`src/rtl/lutram_bist_pkg.sv`:
```
// Shared state encoding, data constants and the address-dependent test
// pattern used by the LUTRAM BIST sequencer and its compare stage.
package lutram_bist_pkg;

  localparam int DATA_W    = 10;
  localparam int LUT_DEPTH = 16;

  typedef enum logic [2:0] {
    IDLE  = 3'd0,
    WRITE = 3'd1,
    READ  = 3'd2,
    DRAIN = 3'd3,
    DONE  = 3'd4
  } state_t;

  // Pattern for one word: low address bits, XOR seed, optionally inverted.
  function automatic logic [DATA_W-1:0] pat(input logic [DATA_W-1:0] addr_lo,
                                            input logic [DATA_W-1:0] seed,
                                            input logic              inv);
    return addr_lo ^ seed ^ {DATA_W{inv}};
  endfunction

endpackage

```
`src/rtl/lutram_bist_cmp.sv`:
```
// One-stage read-compare pipeline with saturating error counter and
// sticky fail flag that captures the address of the first mismatch.
module lutram_bist_cmp
  import lutram_bist_pkg::*;
#(
  parameter int AW    = 13,
  parameter int ERR_W = 16
) (
  input  logic              clk,
  input  logic              rst,
  input  logic              clr_i,
  input  logic              vld_i,
  input  logic [AW-1:0]     addr_i,
  input  logic [DATA_W-1:0] rdat_i,
  input  logic [DATA_W-1:0] exp_i,
  output logic              fail_o,
  output logic [ERR_W-1:0]  err_cnt_o,
  output logic [AW-1:0]     first_err_addr_o
);

  logic              vld_q;
  logic [AW-1:0]     addr_q;
  logic [DATA_W-1:0] rdat_q;
  logic [DATA_W-1:0] exp_q;
  logic              fail_q, fail_d;
  logic [ERR_W-1:0]  err_q, err_d;
  logic [AW-1:0]     first_q, first_d;
  logic              mismatch;

  // Capture the word read this cycle together with its expected value.
  always_ff @(posedge clk or posedge rst) begin
    if (rst) begin
      vld_q  <= 1'b0;
      addr_q <= '0;
      rdat_q <= '0;
      exp_q  <= '0;
    end else begin
      vld_q  <= vld_i;
      addr_q <= addr_i;
      rdat_q <= rdat_i;
      exp_q  <= exp_i;
    end
  end

  // Result update: clear on a new test, otherwise count and record mismatches.
  always_comb begin
    mismatch = vld_q && (rdat_q != exp_q);
    fail_d   = fail_q;
    err_d    = err_q;
    first_d  = first_q;
    if (clr_i) begin
      fail_d  = 1'b0;
      err_d   = '0;
      first_d = '0;
    end else if (mismatch) begin
      if (err_q != {ERR_W{1'b1}}) begin
        err_d = err_q + ERR_W'(1);
      end
      if (!fail_q) begin
        fail_d  = 1'b1;
        first_d = addr_q;
      end
    end
  end

  // Result registers hold until the next accepted start.
  always_ff @(posedge clk or posedge rst) begin
    if (rst) begin
      fail_q  <= 1'b0;
      err_q   <= '0;
      first_q <= '0;
    end else begin
      fail_q  <= fail_d;
      err_q   <= err_d;
      first_q <= first_d;
    end
  end

  assign fail_o           = fail_q;
  assign err_cnt_o        = err_q;
  assign first_err_addr_o = first_q;

endmodule

```
`src/rtl/lutram_bist_ctrl.sv`:
```
// BIST sequencer for the LUTRAM stress array: writes a seeded pattern to
// every word, reads it back and counts mismatches.
// Optional feature macro LUTRAM_BIST_INVERT_PASS_EN adds a second pass
// with the pattern inverted so each bit is exercised at both polarities.
module lutram_bist_ctrl
  import lutram_bist_pkg::*;
#(
  parameter  int LUTRAM16X10 = 314,
  parameter  int ERR_W       = 16,
  localparam int N           = LUTRAM16X10 * LUT_DEPTH,
  localparam int AW          = $clog2(N)
) (
  input  logic              clk,
  input  logic              rst,
  input  logic              start_i,
  input  logic [DATA_W-1:0] seed_i,
  output logic              busy_o,
  output logic              done_o,
  output logic              fail_o,
  output logic [ERR_W-1:0]  err_cnt_o,
  output logic [AW-1:0]     first_err_addr_o,
  output logic [AW-1:0]     mem_addr_o,
  output logic              mem_we_o,
  output logic [DATA_W-1:0] mem_wdat_o,
  input  logic [DATA_W-1:0] mem_rdat_i
);

  state_t            state_q, state_d;
  logic [AW-1:0]     addr_q, addr_d;
  logic              we_q, we_d;
  logic [DATA_W-1:0] wdat_q, wdat_d;
  logic [DATA_W-1:0] seed_q, seed_d;
  logic              inv_q, inv_d;
  logic              second_pass_pending;
  logic              clr;
  logic              last_addr;
  logic [DATA_W-1:0] exp_pat;

  // Wrap on the real last word; depth need not be a power of two.
  assign last_addr = (addr_q == AW'(N - 1));

`ifdef LUTRAM_BIST_INVERT_PASS_EN
  // Pass polarity: cleared on start, set when the first pass drains.
  always_comb begin
    inv_d = inv_q;
    if (state_q == IDLE && start_i) begin
      inv_d = 1'b0;
    end else if (state_q == DRAIN && !inv_q) begin
      inv_d = 1'b1;
    end
  end

  // Polarity register.
  always_ff @(posedge clk or posedge rst) begin
    if (rst) begin
      inv_q <= 1'b0;
    end else begin
      inv_q <= inv_d;
    end
  end

  assign second_pass_pending = ~inv_q;
`else
  assign inv_q               = 1'b0;
  assign inv_d               = 1'b0;
  assign second_pass_pending = 1'b0;
`endif

  // Next-state, address counter and registered array-port values.
  always_comb begin
    state_d = state_q;
    addr_d  = addr_q;
    we_d    = 1'b0;
    wdat_d  = wdat_q;
    seed_d  = seed_q;
    clr     = 1'b0;
    case (state_q)
      IDLE: begin
        if (start_i) begin
          state_d = WRITE;
          seed_d  = seed_i;
          addr_d  = '0;
          we_d    = 1'b1;
          clr     = 1'b1;
        end
      end
      WRITE: begin
        if (last_addr) begin
          addr_d  = '0;
          state_d = READ;
        end else begin
          addr_d = addr_q + AW'(1);
          we_d   = 1'b1;
        end
      end
      READ: begin
        if (last_addr) begin
          addr_d  = '0;
          state_d = DRAIN;
        end else begin
          addr_d = addr_q + AW'(1);
        end
      end
      DRAIN: begin
        if (second_pass_pending) begin
          addr_d  = '0;
          we_d    = 1'b1;
          state_d = WRITE;
        end else begin
          state_d = DONE;
        end
      end
      DONE: begin
        state_d = IDLE;
      end
      default: begin
        state_d = IDLE;
      end
    endcase
    if (we_d) begin
      wdat_d = pat(DATA_W'(addr_d), seed_d, inv_d);
    end
  end

  // State and array-port registers; reset drops mem_we at once.
  always_ff @(posedge clk or posedge rst) begin
    if (rst) begin
      state_q <= IDLE;
      addr_q  <= '0;
      we_q    <= 1'b0;
      wdat_q  <= '0;
      seed_q  <= '0;
    end else begin
      state_q <= state_d;
      addr_q  <= addr_d;
      we_q    <= we_d;
      wdat_q  <= wdat_d;
      seed_q  <= seed_d;
    end
  end

  assign exp_pat = pat(DATA_W'(addr_q), seed_q, inv_q);

  lutram_bist_cmp #(
    .AW    (AW),
    .ERR_W (ERR_W)
  ) u_cmp (
    .clk              (clk),
    .rst              (rst),
    .clr_i            (clr),
    .vld_i            (state_q == READ),
    .addr_i           (addr_q),
    .rdat_i           (mem_rdat_i),
    .exp_i            (exp_pat),
    .fail_o           (fail_o),
    .err_cnt_o        (err_cnt_o),
    .first_err_addr_o (first_err_addr_o)
  );

  assign busy_o     = (state_q == WRITE) || (state_q == READ) || (state_q == DRAIN);
  assign done_o     = (state_q == DONE);
  assign mem_addr_o = addr_q;
  assign mem_we_o   = we_q;
  assign mem_wdat_o = wdat_q;

endmodule

```
`config.mk`:
```
export PLATFORM = sky130hd
export DESIGN_NAME = lutram_bist_ctrl
export DESIGN_NICKNAME = d
export VERILOG_FILES = /design/src/rtl/lutram_bist_pkg.sv /design/src/rtl/lutram_bist_cmp.sv /design/src/rtl/lutram_bist_ctrl.sv
export SDC_FILE = /design/constraint.sdc
export NUM_CORES = 1
export LEC_CHECK = 0
export BUFFER_PORTS_ARGS = -buffer_cell sky130_fd_sc_hd__buf_2
export CORE_AREA = 2 2 109 111
export CTS_BUF_LIST = sky130_fd_sc_hd__clkbuf_8
export DETAILED_ROUTE_END_ITERATION = 6
export DIE_AREA = 0 0 111 113
export PLACE_DENSITY = 0.63
export SLEW_MARGIN = 20
export SYNTH_ARGS = -nofsm -noshare
export SYNTH_HDL_FRONTEND = slang
export SYNTH_SLANG_ARGS = --single-unit
export TNS_END_PERCENT = 30
```
`constraint.sdc`:
```
create_clock -name clk -period 3.2 [get_ports clk]
set_input_delay 0.16 -clock clk [delete_from_list [all_inputs] [get_ports clk]]
set_output_delay 0.16 -clock clk [all_outputs]
set_load 0.05 [all_outputs]
```
==> summary.md, run 1 <==
| Metric | Value |
|---|---|
| Crit-path max cell delay | 0.62 ns |
| Asr flop ratio synth | 100% |
| Switching Share | 44.4% |
| Slowest-stage cell, CP | or4_1 |
| GRT Util Overall | 16.7% |
| Antenna Nets Post-Route | 0 |
| Clk_lat worst skew | 0.37 ns |
| Pwr per Cell Area | 893 nW/um^2 |
| Input/output buffers | 78 |
| Clock root buffer | clkbuf_8 |
| First DRT Iteration DRCs | 344 |
| Gate Count Post-Synth | 375 |
| TNS Setup | 0 ns |
| Setup violations, final | 0 |
| Clock Sinks | 101 |
| Slew Limit Fails | 0 |
| DR WL/cell | 16.8 um |
| Final Hold Fails | 0 |
| Fill cells | 1058 |
| Final hold slack | 0.0494 ns |
| Crit path launch type | flip-flop |
| Worst hold path startpoint | seed_i[4] |
| Worst Hold Class | in -> reg |
| Least-Margin Pin Slew | 0.755 ns |
| Hold Crit Endpoint | seed_q[4] |
| Relative slew slack | 49.4% |
| Critical path buffers and inverters | 1 |
| Die height | 113 um |
| Power Total | 4.63 mW |
| Vias in the first global route | 3211 |
| Yosys reg bits | 101 |
| Die X | 111 um |
| Syn Area/Cell | 11.6 um^2 |
| Reg2reg path depth | 6 |
| R2R Setup Slk | 0.48 ns |
| Final Net Count | 483 |
| Maximum VDD drop | 0.663 mV |
| First-pass GRT wire length | 16.6 mm |
| H-Tree Depth | 3 |
| TritonRoute pass-1 iters | 5 |
| Gate power share | 42.3% |
| Clk buf depth | 2 |
| Critical Path RT | 3.47 ns |
| Capturing point of the worst reg2reg path | mem_wdat_o[6] |
| Routed wl met2 | 4.83 mm |
| Layout cell share with drive strength beyond 1 | 27.2% |
| Post-CTS sizing | 0 |
| DP Area | 4890 um^2 |
| Vias/cell | 5.46 |
| Critical path arrival | 2.98 ns |
| Yosys warnings | 0 |
| DR vias | 3307 |
| Largest delay contributor family on the critical path | simple AND/OR/NAND/NOR gates |
| Top sig layer | met4 |
| Post-DP HPWL | 7.26 mm |
| Area grow syn2layout | 18.9% |
| Max-Cap Viols | 0 |
| DRT Wirelength | 10.2 mm |
| Mapped Nets | 400 |
| Hold depth | 2 |
| Post-route insts no fill | 606 |
| CTS buffer count | 9 |
| Initial antenna violation count | 0 |
| GPL Wtd Cong | 0.916 |
| I/O pin cnt | 79 |
| Outcome | complete, no violations |
| Core area | 11300 um^2 |
| Sw Pwr | 2.06 mW |
| Distinct cells, synth | 56 |
| CP Cell Sequence | or4b_1 > or4_1 > a21oi_2 > inv_1 > and4_1 > a221o_1 |
| Internal power | 2.57 mW |
| Metal-1 WL | 4.58 mm |
| Initial Util | 38.7% |
| Crit. End Element | flip-flop |
| Main flop type after synthesis | dfrtp_1 |
| Post-synth EDFFs | 0 |
| Leak | 2.48 nW |
| Worst-path clk slew | 0.10 ns |
| Met3 WL | 687 um |
| Clk pwr share | 16.8% |
| Area of the die | 12500 um^2 |
| Unrepaired setup endpoints after global routing | no |
| Crit path time final | 2.72 ns |
| DRC viols | 0 |
| Reg power frac | 40.9% |
| Largest net degree at the start of global routing | 63 |
| Reg2reg start | mem_addr_o[6] |
| Antenna Cells | 0 |
| Crit path max fanout | 11 |
| FP Rows | 39 |
| Placed Cells | 579 |
| TritonCTS clock tree | done |
| Clock Skew | 0.00834 ns |
| WS Path Type | reg -> reg |
| Total gr overflow | 0 |
| Final Cycle Share | 84.8% |
| Peak Freq | 368 MHz |
| Finished Cell Area | 5190 um^2 |
| Synthesized area | 4360 um^2 |
| Register area share after synthesis | 58.0% |
==> how the worst max path moves through the flow <==
| stage | startpoint | endpoint | slack, ns | cells past startpoint |
|---|---|---|---|---|
| 6_report | mem_addr_o[6] | mem_wdat_o[6] | 0.48 | 6 |
| 4_1_cts | mem_addr_o[6] | mem_wdat_o[6] | 0.50 | 6 |
| 3_3_place_gp | mem_addr_o[6] | mem_wdat_o[6] | 0.55 | 6 |
| 5_1_grt | mem_addr_o[0] | mem_wdat_o[6] | 0.34 | 7 |
| 3_5_place_dp | mem_addr_o[6] | mem_wdat_o[6] | 0.51 | 6 |
| 2_1_floorplan | rst | mem_addr_o[0] | 0.39 | 1 |
==> power by group through the flow <==
stage | registers, mW | logic [mW] | clock network (mW)
finish | 1.89 | 1.96 | 0.779
detailed placement | 1.92 | 1.95 | 0
floorplan | 2.24 | 1.14 | 0
global placement | 1.92 | 1.93 | 0
CTS | 1.90 | 1.97 | 0.805
global route | 1.94 | 2.12 | 0.859
==> worst register-to-register path, cell delays in order (launching register included) <==
cell	delay, ns
dfrtp_1	0.50
or4b_1	0.58
or4_1	0.62
a21oi_2	0.21
inv_1	0.22
and4_1	0.23
a221o_1	0.25
==> metrics by stage <==
step / util, % / setup slack, ns
CTS: 46.0 / 0.495
global placement: 43.3 / 0.546
global route: 46.0 / 0.344
detailed placement: 43.3 / 0.510
floorplan: - / 0.393
finish: 46.0 / 0.485
==> metal layers <==
| metal | GRT usage [%] | up-vias |
|---|---|---|
| met1 | 21.9 | 1634 |
| li1 | - | 1554 |
| met3 | 5.09 | 10 |
| met4 | 4.75 | 0 |
| met2 | 27.1 | 109 |
| met5 | 0 | - |
==> registers in the layout, summed over array words and instances (netlist names), 3 cells and up <==
register                cells
mem_addr_o                 13
mem_wdat_o                 10
seed_q                     10
state_q                     3
u_cmp.addr_q               13
u_cmp.err_cnt_o            16
u_cmp.exp_q                10
u_cmp.first_err_addr_o     13
u_cmp.rdat_q               10
==> Yosys cell counts (all sizes together), types with 3 or more instances <==
cell | instances | area [um^2]
clkbuf | 20 | 75.1
a31oi | 5 | 31.3
nand2b | 3 | 18.8
or3 | 4 | 25.0
o31ai | 12 | 90.1
and4 | 4 | 35.0
or2 | 7 | 43.8
a22o | 13 | 114
nor3 | 4 | 20.0
nand3 | 19 | 95.1
and3 | 6 | 37.5
o41ai | 3 | 26.3
buf | 4 | 35.0
xor2 | 14 | 123
nand4 | 11 | 68.8
xnor2 | 13 | 114
nand2 | 25 | 93.8
and2 | 3 | 18.8
mux2 | 13 | 158
a21oi | 14 | 73.8
mux2i | 3 | 30.0
or4 | 7 | 52.6
o311ai | 4 | 35.0
o21ai | 11 | 55.1
dfrtp | 101 | 2530
nor2 | 17 | 63.8
==> logic make-up after synthesis <==
family                     synth area share [%]
and+or+nand+nor                            15.0
adders and majority gates                 0.574
muxes                                      4.30
AOI/OAI and AO/OA                          14.1
buffers and inverters                      2.70
DFF                                        58.0
xor gates and xnor gates                   5.42
==> final cells by class <==
| cell class | instances | area (um^2) | share of cell area [%] |
|---|---|---|---|
| Sequential cell | 101 | 2530 | 48.7 |
| Timing Repair Buffer | 96 | 553 | 10.7 |
| Multi-Input combinational cell | 248 | 1730 | 33.3 |
| Clock inverter | 7 | 66.3 | 1.28 |
| Tap cell | 143 | 179 | 3.45 |
| Inverter | 2 | 10.0 | 0.193 |
| Clock buffer | 9 | 124 | 2.39 |
==> cells in the final DEF, fill, tap and decap left out, drive strengths merged, types with 9 or more instances in the layout <==
| cell type | netlist | layout |
|---|---|---|
| mux2 | 13 | 13 |
| buf | 4 | 85 |
| xor2 | 14 | 14 |
| a22o | 13 | 13 |
| nor2 | 17 | 17 |
| dlygate4sd3 | 0 | 11 |
| dfrtp | 101 | 101 |
| xnor2 | 13 | 13 |
| o21ai | 11 | 11 |
| a21oi | 14 | 14 |
| nand4 | 11 | 11 |
| nand3 | 19 | 19 |
| o31ai | 12 | 12 |
| nand2 | 25 | 25 |
| clkbuf | 20 | 9 |
==> timing repair <==
item | in CTS | in global routing
hold endpoints to repair | 70 | 0
setup endpoints to repair | 0 | 0
setup buffers | 0 | 0
hold buffers | 11 | 0
Note: power is estimated with default switching activity, not from simulation.
==> inputs of run 2 (changes only) <==
Clock period 3.2 ns to 2.55 ns, I/O delays scaled along.
==> summary.md, run 2 (synthesis results as in run 1) <==
| Metric | Value |
|---|---|
| DRT Wirelength | 10.1 mm |
| Pwr per Cell Area | 1100 nW/um^2 |
| Layout cell share with drive strength beyond 1 | 29.4% |
| Reg2reg path depth | 6 |
| Final Net Count | 497 |
| CP Cell Sequence | or4b_1 > or4_1 > a21oi_2 > inv_1 > and4_1 > a221o_1 |
| Input/output buffers | 78 |
| Least-Margin Pin Slew | 0.705 ns |
| Met3 WL | 502 um |
| Hold depth | 2 |
| Routed wl met2 | 4.92 mm |
| Critical path arrival | 2.65 ns |
| Leak | 2.56 nW |
| Vias/cell | 5.42 |
| Worst Hold Class | in -> reg |
| DR WL/cell | 16.4 um |
| TritonRoute pass-1 iters | 4 |
| First-pass GRT wire length | 17.1 mm |
| Maximum VDD drop | 0.657 mV |
| Commonest non-fill, non-tap cell in the layout | dfrtp_1 |
| Relative slew slack | 52.8% |
| Post-CTS sizing | 0 |
| H-Tree Depth | 3 |
| Initial Util | 38.7% |
| Total gr overflow | 0 |
| Die X | 111 um |
| Metal-1 WL | 4.66 mm |
| Setup WS pre-CTS | 0.167 ns |
| Crit-path max cell delay | 0.57 ns |
| Crit path max fanout | 11 |
| Slew Limit Fails | 0 |
| DR vias | 3362 |
| Clk buf depth | 2 |
| Number of flip-flops in the largest register | 16 |
| Placed Cells | 593 |
| Die height | 113 um |
| Crit path from | mem_addr_o[6] |
| Post-DP HPWL | 7.24 mm |
| Final Cycle Share | 94.5% |
| Antenna Nets Post-Route | 0 |
| Worst hold path startpoint | seed_i[5] |
| DRC viols | 0 |
| Setup bufs post-CTS | 0 |
| Max-Cap Viols | 0 |
| Reg2reg start | mem_addr_o[6] |
| Post-route insts no fill | 620 |
| Outcome | complete, no violations |
| GRT Util Overall | 16.9% |
| Final WS setup | 0.140 ns |
| Crit path launch type | flip-flop |
| Unrepaired setup endpoints after global routing | no |
| Clk_lat worst skew | 0.36 ns |
| Most frequent cells in the layout | 101 x dfrtp_1, 78 x buf_2, 25 x nand2_1, 20 x buf_4, 19 x nand3_1 |
| GPL Wtd Cong | 0.823 |
| TNS Setup | 0 ns |
| CTS buffer count | 9 |
| Clock Skew | 0.0130 ns |
| Final Hold Fails | 0 |
| Hold Crit Endpoint | seed_q[5] |
| Top sig layer | met4 |
| Setup violations, final | 0 |
| Final Util | 47.1% |
| WS Path Type | reg -> reg |
| Clock Sinks | 101 |
| Initial antenna violation count | 0 |
| Crit. End Element | flip-flop |
| Slowest-stage cell, CP | or4b_1 |
| First DRT Iteration DRCs | 271 |
| R2R Setup Slk | 0.14 ns |
| Capturing point of the worst reg2reg path | mem_wdat_o[6] |
| I/O pin cnt | 79 |
| Vias in the first global route | 3361 |
| Antenna Cells | 0 |
| Clock root buffer | clkbuf_8 |
| Peak Freq | 415 MHz |
| Area of the die | 12500 um^2 |
| Core area | 11300 um^2 |
| Area grow syn2layout | 21.8% |
| Largest net degree at the start of global routing | 102 |
| Power Total | 5.85 mW |
| FP Rows | 39 |
| Post-CTS Hold Buffers | 11 |
| Critical Path RT | 2.79 ns |
| Worst-path clk slew | 0.10 ns |
| TritonCTS clock tree | done |
| Crit path time final | 2.41 ns |
[run 2: changes by cell type in the layout (fill, tap and decap cells not counted), sizes merged]
cell    change
buf        +14
inv         -4
clkbuf      +3
clkinv      +1
[run 2: per-layer routing]
metal / vias up / global-route usage, %
li1: 1579 / -
met1: 1686 / 23.0
met2: 90 / 27.6
met3: 7 / 4.45
met4: 0 / 3.75
met5: - / 0
[run 2: report_power, final]
group	switching, mW	internal (mW)
sequential	0.291	2.01
combinational	1.68	0.892
clock	0.538	0.439
total	2.51	3.34
[run 2: critical path, delay by kind of cell (launching register included)]
family / cells / cell delay (ns)
AO/OA/AOI/OAI: 2 / 0.42
AND/OR/NAND/NOR: 3 / 1.28
buffers and inverters: 1 / 0.21
flip-flops: 1 / 0.38
[run 2: worst max-delay path by stage]
stage / slack [ns] / end
5_1_grt: 0.02 / mem_wdat_o[6]
3_5_place_dp: 0.17 / mem_wdat_o[6]
3_3_place_gp: 0.19 / mem_wdat_o[6]
6_report: 0.14 / mem_wdat_o[6]
2_1_floorplan: 0.02 / mem_wdat_o[1]
4_1_cts: 0.15 / mem_wdat_o[6]
[run 2: area by class of cell]
cell class / instances / area (um^2)
fillers: 1054 / 5960
repair buffers: 110 / 671
inverters: 2 / 11.3
flip-flops and latches: 101 / 2530
well taps: 143 / 179
clock inverters: 4 / 30.0
multi-input cells: 248 / 1730
clock buffers: 12 / 165
[run 2: per-stage QoR]
step / cell area (um^2) / hold slack (ns)
CTS: 5310 / 0.0108
detailed placement: 5000 / 0.237
global placement: 5000 / 0.235
finish: 5310 / 0.0261
global route: 5310 / 0.0199
floorplan: 4360 / 0.159
==> inputs of run 3 (changes only) <==
Settings changed: PLACE_DENSITY 0.63 to 0.65, REMOVE_ABC_BUFFERS set to 1.
Clock period 2.55 ns to 2.2 ns, I/O delays scaled along.
==> summary.md, run 3 (synthesis results as in run 1) <==
| Metric | Value |
|---|---|
| Most frequent cells in the layout | 101 x dfrtp_1, 78 x buf_2, 42 x buf_4, 25 x nand2_1, 19 x nand3_1 |
| Clk buf depth | 2 |
| Final Net Count | 527 |
| Hold Crit Endpoint | seed_q[7] |
| Capturing point of the worst reg2reg path | mem_wdat_o[1] |
| Slowest-stage cell, CP | or4b_4 |
| Core area | 11300 um^2 |
| Area grow syn2layout | 29.5% |
| Largest delay contributor family on the critical path | simple AND/OR/NAND/NOR gates |
| TritonCTS clock tree | done |
| Die X | 111 um |
| Reg2reg path depth | 5 |
| Vias/cell | 5.36 |
| Worst hold path startpoint | seed_i[7] |
| Gate power share | 46.2% |
| Least-Margin Pin Slew | 0.540 ns |
| Switching Share | 40.5% |
| TritonRoute pass-1 iters | 4 |
| Final Hold Fails | 0 |
| Commonest non-fill, non-tap cell in the layout | dfrtp_1 |
| Critical path arrival | 2.47 ns |
| Total gr overflow | 0 |
| FP Rows | 39 |
| GPL Wtd Cong | 0.820 |
| Crit path time final | 2.21 ns |
| Peak Freq | 453 MHz |
| Internal power | 4.47 mW |
| Antenna Nets Post-Route | 0 |
| Critical Path RT | 2.46 ns |
| Crit path from | mem_addr_o[6] |
| Crit path max fanout | 5 |
| Antenna Cells | 0 |
| Post-DP HPWL | 7.78 mm |
| Final Util | 50.1% |
| Outcome | complete, but fails checks |
| Initial Util | 38.7% |
| Reg power frac | 35.3% |
| Clock Skew | 0.0114 ns |
| Largest net degree at the start of global routing | 43 |
| Failing checks | setup timing |
| Final hold slack | 0.0220 ns |
| Relative slew slack | 64.0% |
| Leak | 2.75 nW |
| Number of flip-flops in the largest register | 16 |
| Setup WS pre-CTS | -0.121 ns |
| Clk_lat worst skew | 0.37 ns |
| Crit-path max cell delay | 0.54 ns |
| Worst Hold Class | in -> reg |
| Reg2reg start | mem_addr_o[6] |
| Sw Pwr | 3.04 mW |
| DR vias | 3486 |
| Worst-path clk slew | 0.09 ns |
| First-pass GRT wire length | 17.6 mm |
| R2R Setup Slk | -0.009 ns |
| Final WS setup | -0.00866 ns |
| Area of the die | 12500 um^2 |
| Max-Cap Viols | 0 |
| Unrepaired setup endpoints after global routing | yes |
| Clock Sinks | 101 |
| CTS buffer count | 9 |
| Clock root buffer | clkbuf_8 |
| Crit path launch type | flip-flop |
| Pwr per Cell Area | 1330 nW/um^2 |
| WS Path Type | reg -> reg |
| DRT Wirelength | 10.8 mm |
| Die height | 113 um |
| Post-route insts no fill | 650 |
| Placed Cells | 615 |
| I/O pin cnt | 79 |
| Crit. End Element | flip-flop |
| H-Tree Depth | 3 |
| Fill cells | 1005 |
| DRC viols | 0 |
| Clk pwr share | 18.5% |
| CP Cell Sequence | or4b_4 > or4_4 > a32o_1 > xor2_1 > mux2_4 |
| Slew Limit Fails | 0 |
| Critical path buffers and inverters | 0 |
| Setup violations, final | 1 |
| Layout cell share with drive strength beyond 1 | 33.1% |
| TNS Setup | -0.00866 ns |
| GRT Util Overall | 17.7% |
| Initial antenna violation count | 0 |
| Hold depth | 2 |
| DR WL/cell | 16.6 um |
| Maximum VDD drop | 0.828 mV |
| Final Cycle Share | 100% |
| Input/output buffers | 78 |
| First DRT Iteration DRCs | 263 |
| Vias in the first global route | 3449 |
[run 3: cell count changes in the layout (fill, tap and decap cells not counted), sizes merged]
cell	previous run	this run
bufinv	0	3
dlygate4sd3	11	17
clkinvlp	2	0
inv	2	4
buf	99	123
clkbuf	12	10
clkinv	2	1
[run 3: final cells by class]
cell class	count	area (um^2)	area share, %
clock buffers	10	138	2.44
inverters	2	10.0	0.177
well taps	143	179	3.17
repair buffers	140	927	16.4
flip-flops and latches	101	2530	44.8
clock inverters	6	103	1.82
multi-input cells	248	1760	31.2
[run 3: what timing repair did]
| item | in CTS | in global routing |
|---|---|---|
| gates resized for setup | 2 | 7 |
| buffers inserted | 0 | 2 |
| pin swaps | 0 | 0 |
| endpoints found under the hold margin | 54 | 1 |
| setup endpoints to repair | 9 | 8 |
| hold buffers | 16 | 1 |
[run 3: power by group through the flow]
stage	Clock [mW]	Combinational (mW)	Sequential (mW)
after floorplan	0	1.47	3.34
after global placement	0	3.30	2.66
after detailed placement	0	3.36	2.67
after CTS	1.44	3.39	2.64
after global routing	1.52	3.72	2.70
final	1.39	3.46	2.65
[run 3: worst max-delay path by stage]
stage	slack, ns	cells past startpoint	to
2_1_floorplan	-1.95	3	u_cmp.first_err_addr_o[0]
3_3_place_gp	-0.06	6	mem_wdat_o[2]
3_5_place_dp	-0.12	6	mem_wdat_o[4]
4_1_cts	-0.02	6	mem_wdat_o[4]
5_1_grt	-0.05	5	mem_wdat_o[1]
6_report	-0.009	5	mem_wdat_o[1]
[run 3: routing by layer]
metal  wire, um  track usage [%]  vias to the layer above
met4        227             7.42                        0
li1           -                -                     1644
met1       4830             23.6                     1713
met3        597             4.34                       16
met5          0                0                        -
met2       5150             27.9                      113
[run 3: stage by stage]
| step | total power [mW] | instance area [um^2] |
|---|---|---|
| 2_1_floorplan | 4.81 | 4250 |
| 3_3_place_gp | 5.96 | 5180 |
| 3_5_place_dp | 6.03 | 5180 |
| 4_1_cts | 7.47 | 5590 |
| 5_1_grt | 7.94 | 5650 |
| 6_report | 7.50 | 5650 |
